==> src/rtl/poly_eval_sched.sv <==
// Purpose: pops coefficient pairs, issues them to the fixed-latency combine unit, merges results and coefficients onto the pair-queue write port.
// Latency: que handshake t -> op_vld t+1 -> res_vld t+1+LAT -> wr_vld t+2+LAT; coef handshake t -> wr_vld t+1.
// Backpressure: que_rdy drops at MAX_INFL in flight; coef_rdy drops whenever a result owns the write port; the combine unit never stalls.
//
// Ports: clk, rst_n (sync, active-low); start/busy/done/err run control; coef_* input stream;
//        que_* pair-queue pop side; op_* issue to combine unit; res_* combine-unit return;
//        wr_* pair-queue write port; stat_issue/stat_cstall statistics.
// Optional feature macro: POLY_SCHED_STAT_EN (statistics counters; ports tie to 0 when undefined).
module poly_eval_sched #(
    parameter int WID_D     = 32,
    parameter int CNT_W     = 5,
    parameter int LAT       = 4,
    parameter int MAX_INFL  = 8,
    parameter int NUM_COEF  = 32,
    parameter int FINAL_CNT = 5
) (
    input  logic             clk,
    input  logic             rst_n,
    input  logic             start,
    input  logic             coef_vld,
    input  logic [WID_D-1:0] coef_data,
    output logic             coef_rdy,
    input  logic             que_vld,
    input  logic [WID_D-1:0] que_left,
    input  logic [WID_D-1:0] que_right,
    input  logic [CNT_W-1:0] que_cnt,
    output logic             que_rdy,
    output logic             op_vld,
    output logic [WID_D-1:0] op_left,
    output logic [WID_D-1:0] op_right,
    input  logic             res_vld,
    input  logic [WID_D-1:0] res_data,
    output logic             wr_vld,
    output logic [WID_D-1:0] wr_data,
    output logic [CNT_W-1:0] wr_cnt,
    output logic             busy,
    output logic             done,
    output logic             err,
    output logic [15:0]      stat_issue,
    output logic [15:0]      stat_cstall
);

    localparam int IW = $clog2(MAX_INFL + 1);
    localparam int CW = $clog2(NUM_COEF + 1);

    typedef enum logic [1:0] {
        S_IDLE  = 2'd0,
        S_RUN   = 2'd1,
        S_DRAIN = 2'd2,
        S_DONE  = 2'd3
    } state_t;

    state_t           state;
    state_t           state_nxt;
    logic [CW-1:0]    coef_cnt;
    logic             final_flg;
    logic [IW-1:0]    infl;

    // Shadow pipeline: stage 0 runs alongside the issue register, stage LAT
    // lines up with the cycle the combine unit must present its result.
    logic [LAT:0]     sh_vld;
    logic [CNT_W-1:0] sh_cnt [LAT+1];

    logic             tail_vld;
    logic [CNT_W-1:0] tail_cnt;
    logic             coef_hs;
    logic             que_hs;
    logic             res_wr;
    logic             start_run;
    logic             wr_load;
    logic [WID_D-1:0] wr_data_nxt;
    logic [CNT_W-1:0] wr_cnt_nxt;

    assign tail_vld  = sh_vld[LAT];
    assign tail_cnt  = sh_cnt[LAT];
    assign start_run = (state == S_IDLE) && start;

    // A result owns the write port in its tail cycle, so the coefficient waits.
    assign coef_rdy = (state == S_RUN) && !tail_vld;
    // The tail pop frees a slot in the same cycle, keeping issue back-to-back at the cap.
    assign que_rdy  = ((state == S_RUN) || (state == S_DRAIN)) &&
                      ((infl < IW'(MAX_INFL)) || tail_vld);

    assign coef_hs = coef_vld && coef_rdy;
    assign que_hs  = que_vld && que_rdy;
    assign res_wr  = res_vld && tail_vld;

    always_comb begin
        wr_load     = 1'b0;
        wr_data_nxt = coef_data;
        wr_cnt_nxt  = '0;
        if (res_wr) begin
            wr_load     = 1'b1;
            wr_data_nxt = res_data;
            wr_cnt_nxt  = tail_cnt;
        end else if (coef_hs) begin
            wr_load = 1'b1;
        end
    end

    always_comb begin
        state_nxt = state;
        busy      = (state != S_IDLE);
        done      = (state == S_DONE);
        case (state)
            S_IDLE:  if (start) state_nxt = S_RUN;
            S_RUN:   if (coef_hs && (coef_cnt == CW'(NUM_COEF - 1))) state_nxt = S_DRAIN;
            S_DRAIN: if ((infl == '0) && final_flg) state_nxt = S_DONE;
            S_DONE:  state_nxt = S_IDLE;
            default: state_nxt = S_IDLE;
        endcase
    end

    always_ff @(posedge clk) begin
        if (!rst_n) begin
            state     <= S_IDLE;
            coef_cnt  <= '0;
            final_flg <= 1'b0;
            infl      <= '0;
            sh_vld    <= '0;
            for (int i = 0; i <= LAT; i++) sh_cnt[i] <= '0;
            op_vld    <= 1'b0;
            op_left   <= '0;
            op_right  <= '0;
            wr_vld    <= 1'b0;
            wr_data   <= '0;
            wr_cnt    <= '0;
            err       <= 1'b0;
        end else begin
            state <= state_nxt;

            if (start_run)    coef_cnt <= '0;
            else if (coef_hs) coef_cnt <= coef_cnt + CW'(1);

            if (start_run)
                final_flg <= 1'b0;
            else if (wr_load && (wr_cnt_nxt == CNT_W'(FINAL_CNT)))
                final_flg <= 1'b1;

            case ({que_hs, tail_vld})
                2'b10:   infl <= infl + IW'(1);
                2'b01:   infl <= infl - IW'(1);
                default: infl <= infl;
            endcase

            // Order count wraps modulo 2^CNT_W by design.
            sh_vld    <= {sh_vld[LAT-1:0], que_hs};
            sh_cnt[0] <= que_hs ? (que_cnt + CNT_W'(1)) : '0;
            for (int i = 1; i <= LAT; i++) sh_cnt[i] <= sh_cnt[i-1];

            op_vld <= que_hs;
            if (que_hs) begin
                op_left  <= que_left;
                op_right <= que_right;
            end

            wr_vld <= wr_load;
            if (wr_load) begin
                wr_data <= wr_data_nxt;
                wr_cnt  <= wr_cnt_nxt;
            end

            // Return without a matching shadow slot (or a missing return) is fatal
            // to the run; the stray result is simply not written.
            if (res_vld != tail_vld) err <= 1'b1;
        end
    end

`ifdef POLY_SCHED_STAT_EN
    logic [15:0] issue_q;
    logic [15:0] cstall_q;

    always_ff @(posedge clk) begin
        if (!rst_n) begin
            issue_q  <= '0;
            cstall_q <= '0;
        end else if (start_run) begin
            issue_q  <= '0;
            cstall_q <= '0;
        end else begin
            if (que_hs && (issue_q != 16'hFFFF)) issue_q <= issue_q + 16'd1;
            if (coef_vld && !coef_rdy && (cstall_q != 16'hFFFF)) cstall_q <= cstall_q + 16'd1;
        end
    end

    assign stat_issue  = issue_q;
    assign stat_cstall = cstall_q;
`else
    assign stat_issue  = '0;
    assign stat_cstall = '0;
`endif

endmodule

==> config.mk <==
export PLATFORM = sky130hd
export DESIGN_NAME = poly_eval_sched
export DESIGN_NICKNAME = d
export VERILOG_FILES = /design/src/rtl/poly_eval_sched.sv
export SDC_FILE = /design/constraint.sdc
export NUM_CORES = 1
export LEC_CHECK = 0
export BUFFER_PORTS_ARGS = -buffer_cell sky130_fd_sc_hd__buf_2
export CORE_ASPECT_RATIO = 0.7
export CORE_MARGIN = 4
export CORE_UTILIZATION = 48
export CTS_BUF_LIST = sky130_fd_sc_hd__clkbuf_2 sky130_fd_sc_hd__clkbuf_4 sky130_fd_sc_hd__clkbuf_8
export DETAILED_ROUTE_END_ITERATION = 10
export PLACE_DENSITY = 0.91
export SYNTH_ARGS = -nofsm -noshare
export SYNTH_HDL_FRONTEND = slang
export SYNTH_SLANG_ARGS = --single-unit
==> constraint.sdc <==
create_clock -name clk -period 2.9 [get_ports clk]
set_clock_uncertainty 0.1 [all_clocks]
set_input_delay 0.145 -clock clk [delete_from_list [all_inputs] [get_ports clk]]
set_output_delay 0.145 -clock clk [all_outputs]
set_load 0.1 [all_outputs]
==> flow_summary.toml <==
[status]
status = "completed"

[cts]
root_buffer = "clkbuf_8"
cts_buffers = 17
clk_latency_ns = 0.42
clock_path_buffers = 2
cts_tree = "yes"
clock-sinks = 146
path_clk_slew_ns = 0.09
htreeDepth = 4

[place]
place_hpwl_um = 11100
globalplace.congestion = 0.790
place_inst = 1047
numPortBuffers = 246
dpl_worst_slack_ns = 0.406

[job]
drv_cap = 0

[layout]
stdcell_count = 1209
layout-drive-gt1-share = 0.280
area_delta_synth_final_pct = 47.7
nNetsFinal = 1188
register_area_um2 = 2920
nFillCells = 804
multi_input_area_um2 = 2730

[logic_synthesis]
ys_ff_latch = 146
synthTopCellsByCount = "nand2_1 (182), dfxtp_1 (146), a21boi_1 (65), and2_1 (62), o21ai_1 (40)"
synth_edf_count = 0
seq_area_frac_synth = 0.485
synth_cell_types = 34
synth_cells = 677
yosysMostFrequentCell = "nand2_1"
synth_top_area_share = 0.485
synth_area_leaders = "dfxtp_1 (49%), nand2_1 (11%), a21boi_1 (8.1%), and2_1 (6.4%), mux2i_1 (6.0%)"
async_reset_ff_frac = 0
yosysWarnings = 0
yosys.area.top_type = "dfxtp_1"
syn_area_um2 = 6020
avgSynthCellArea_um2 = 8.89
ys.flop_type = "dfxtp_1"

[critical_path]
crit_slowest_cell = "dlygate4sd3_1"
worst-path-buf-inv = 3
crit_fanout = 36
crit_path_end_kind = "flop"
cp_data_required_time_ns = 3.11
crit_family = "buffers and inverters"
crit_path_start_kind = "flop"
critPathMaxStageDelay_ns = 0.56
critPathKind = "reg -> reg"
crit_chain = "inv_1 > ha_1 > and3b_2 > buf_4 > mux2i_1 > o21ai_1 > dlygate4sd3_1 > and2_1"
worstPathArrival_ns = 2.90

[drt]
drtIter0Drc = 274
routed_wl_um = 19700
drtAntennaViolNets = 0
drc = 0
routed-via-count = 5900
viasPerCell = 4.88
first_pass_iters = 5
drt-wirelength-per-cell_um = 16.3

[sta]
slew_violations = 0
worst_slack_ns = 0.215
rsz0062_at_grt = "false"
worst_hold_slack_ns = 0.0775
fmax_ghz = 0.372
period_share = 0.926
fin_tns_setup_ns = 0
period_minus_slack_ns = 2.69
timing_worst_slew_pin_value_ns = 0.695
hold_violations = 0
relSlewSlack = 0.537
setup_violations = 0

[die]
pin_count = 279
rows = 33
fp.dieW_um = 142
die_y_um = 102
die_area_um2 = 14400
initial_core_util = 0.503
core_um2 = 12000

[pwr]
p_leak_nw = 4.12
power_density_nw_per_um2 = 898
ir_worst_vdd_v = 0.000805
fin_total_pwr_mw = 7.99

[global_route]
grt-ovfl-total = 0
grt_antenna_before_repair = 1
grt_pass1_wl_um = 30500
track_usage = 0.265
first_global_vias = 5996
grt_max_degree = 67

[min_path]
hold_path.class = "in -> reg"
-- metrics by stage --
| stage | area (um^2) | utilization |
|---|---|---|
| 6_report | 8890 | 0.743 |
| 5_1_grt | 8890 | 0.743 |
| 4_1_cts | 8890 | 0.743 |
| 3_5_place_dp | 7180 | 0.600 |
| 3_3_place_gp | 7180 | 0.600 |
| 2_1_floorplan | 6140 | - |
-- metal layers --
metal / share of wire / track usage / up-vias
li1: - / - / 2859
met1: 0.38 / 0.297 / 2732
met2: 0.50 / 0.471 / 268
met3: 0.088 / 0.0911 / 41
met4: 0.025 / 0.0966 / 0
met5: 0 / 0 / -
-- worst register-to-register path: cells and delay by family (launching register included) --
| kind | cells | cell delay [ns] |
|---|---|---|
| buf+inv | 3 | 1.15 |
| simple gates | 2 | 0.35 |
| fa+ha+maj | 1 | 0.20 |
| compound gates | 1 | 0.10 |
| mux | 1 | 0.35 |
| flops | 1 | 0.34 |
-- path summary, 6_finish.rpt --
kind / slack, ns / cells past startpoint / end / start
max: 0.21 / 8 / wr_data[12] / state[1]
min: 0.08 / 4 / wr_data[1] / coef_data[1]
max reg2reg: 0.21 / 8 / wr_data[12] / state[1]
min reg2reg: 0.33 / 1 / sh_cnt[0][24] / sh_cnt[0][19]
-- state kept, by name, summed over array words and instances, names as in the netlist --
signal / flops
wr_cnt: 5
op_right: 32
wr_data: 32
state: 2
sh_vld: 5
infl: 4
err: 1
coef_cnt: 6
final_flg: 1
sh_cnt: 25
wr_vld: 1
op_left: 32
-- cell type report --
cell class	count	share of cell area
flip-flops and latches	146	0.329
multi-input cells	481	0.307
repair buffers	385	0.292
clock buffers	20	0.0295
well taps	157	0.0221
clock inverters	12	0.0177
inverters	7	0.00295
diodes	1	0.000281
-- cell families after synthesis --
logic type	after synthesis	synth area share
AND/OR/NAND/NOR	271	0.204
flip-flops	146	0.485
AO/OA/AOI/OAI	122	0.132
buffers and inverters	81	0.0815
multiplexers	36	0.0599
adder cells (fa/ha/maj)	11	0.0229
XOR/XNOR	9	0.0131
other	1	0.000623
-- where the power goes --
part	internal [mW]	switching [mW]	total (mW)
Clock	0.897	0.769	1.67
Combinational	0.825	3.04	3.86
Sequential	2.29	0.168	2.46
Total	4.01	3.98	7.99
-- timing repair --
item | 4_1_cts | 5_1_grt
gates resized for setup | 0 | 0
setup buffers | 0 | 0
hold buffers | 129 | 0
endpoints found under the hold margin | 102 | 0
-- cell usage in the layout (no fill, tap or decap), types with 2 or more instances in the layout --
cell type and instances:
conb_1 32, dlygate4sd3_1 129, nor2_1 7, nand2_1 182
clkinvlp_4 3, xor2_1 5, clkbuf_8 18, clkinv_4 3
a21oi_1 6, clkinv_2 2, nand3b_1 2, buf_4 10
o21ai_1 40, xnor2_1 4, inv_1 4, dfxtp_1 146
ha_1 10, or3_1 4, nand3_1 4, o21a_1 3
mux2i_1 36, buf_2 246, bufinv_16 3, clkbuf_4 2
a21boi_1 65, nor2b_1 5, inv_2 3, and2_1 62
o21ai_0 3
Power figures use the tool's default switching activity.
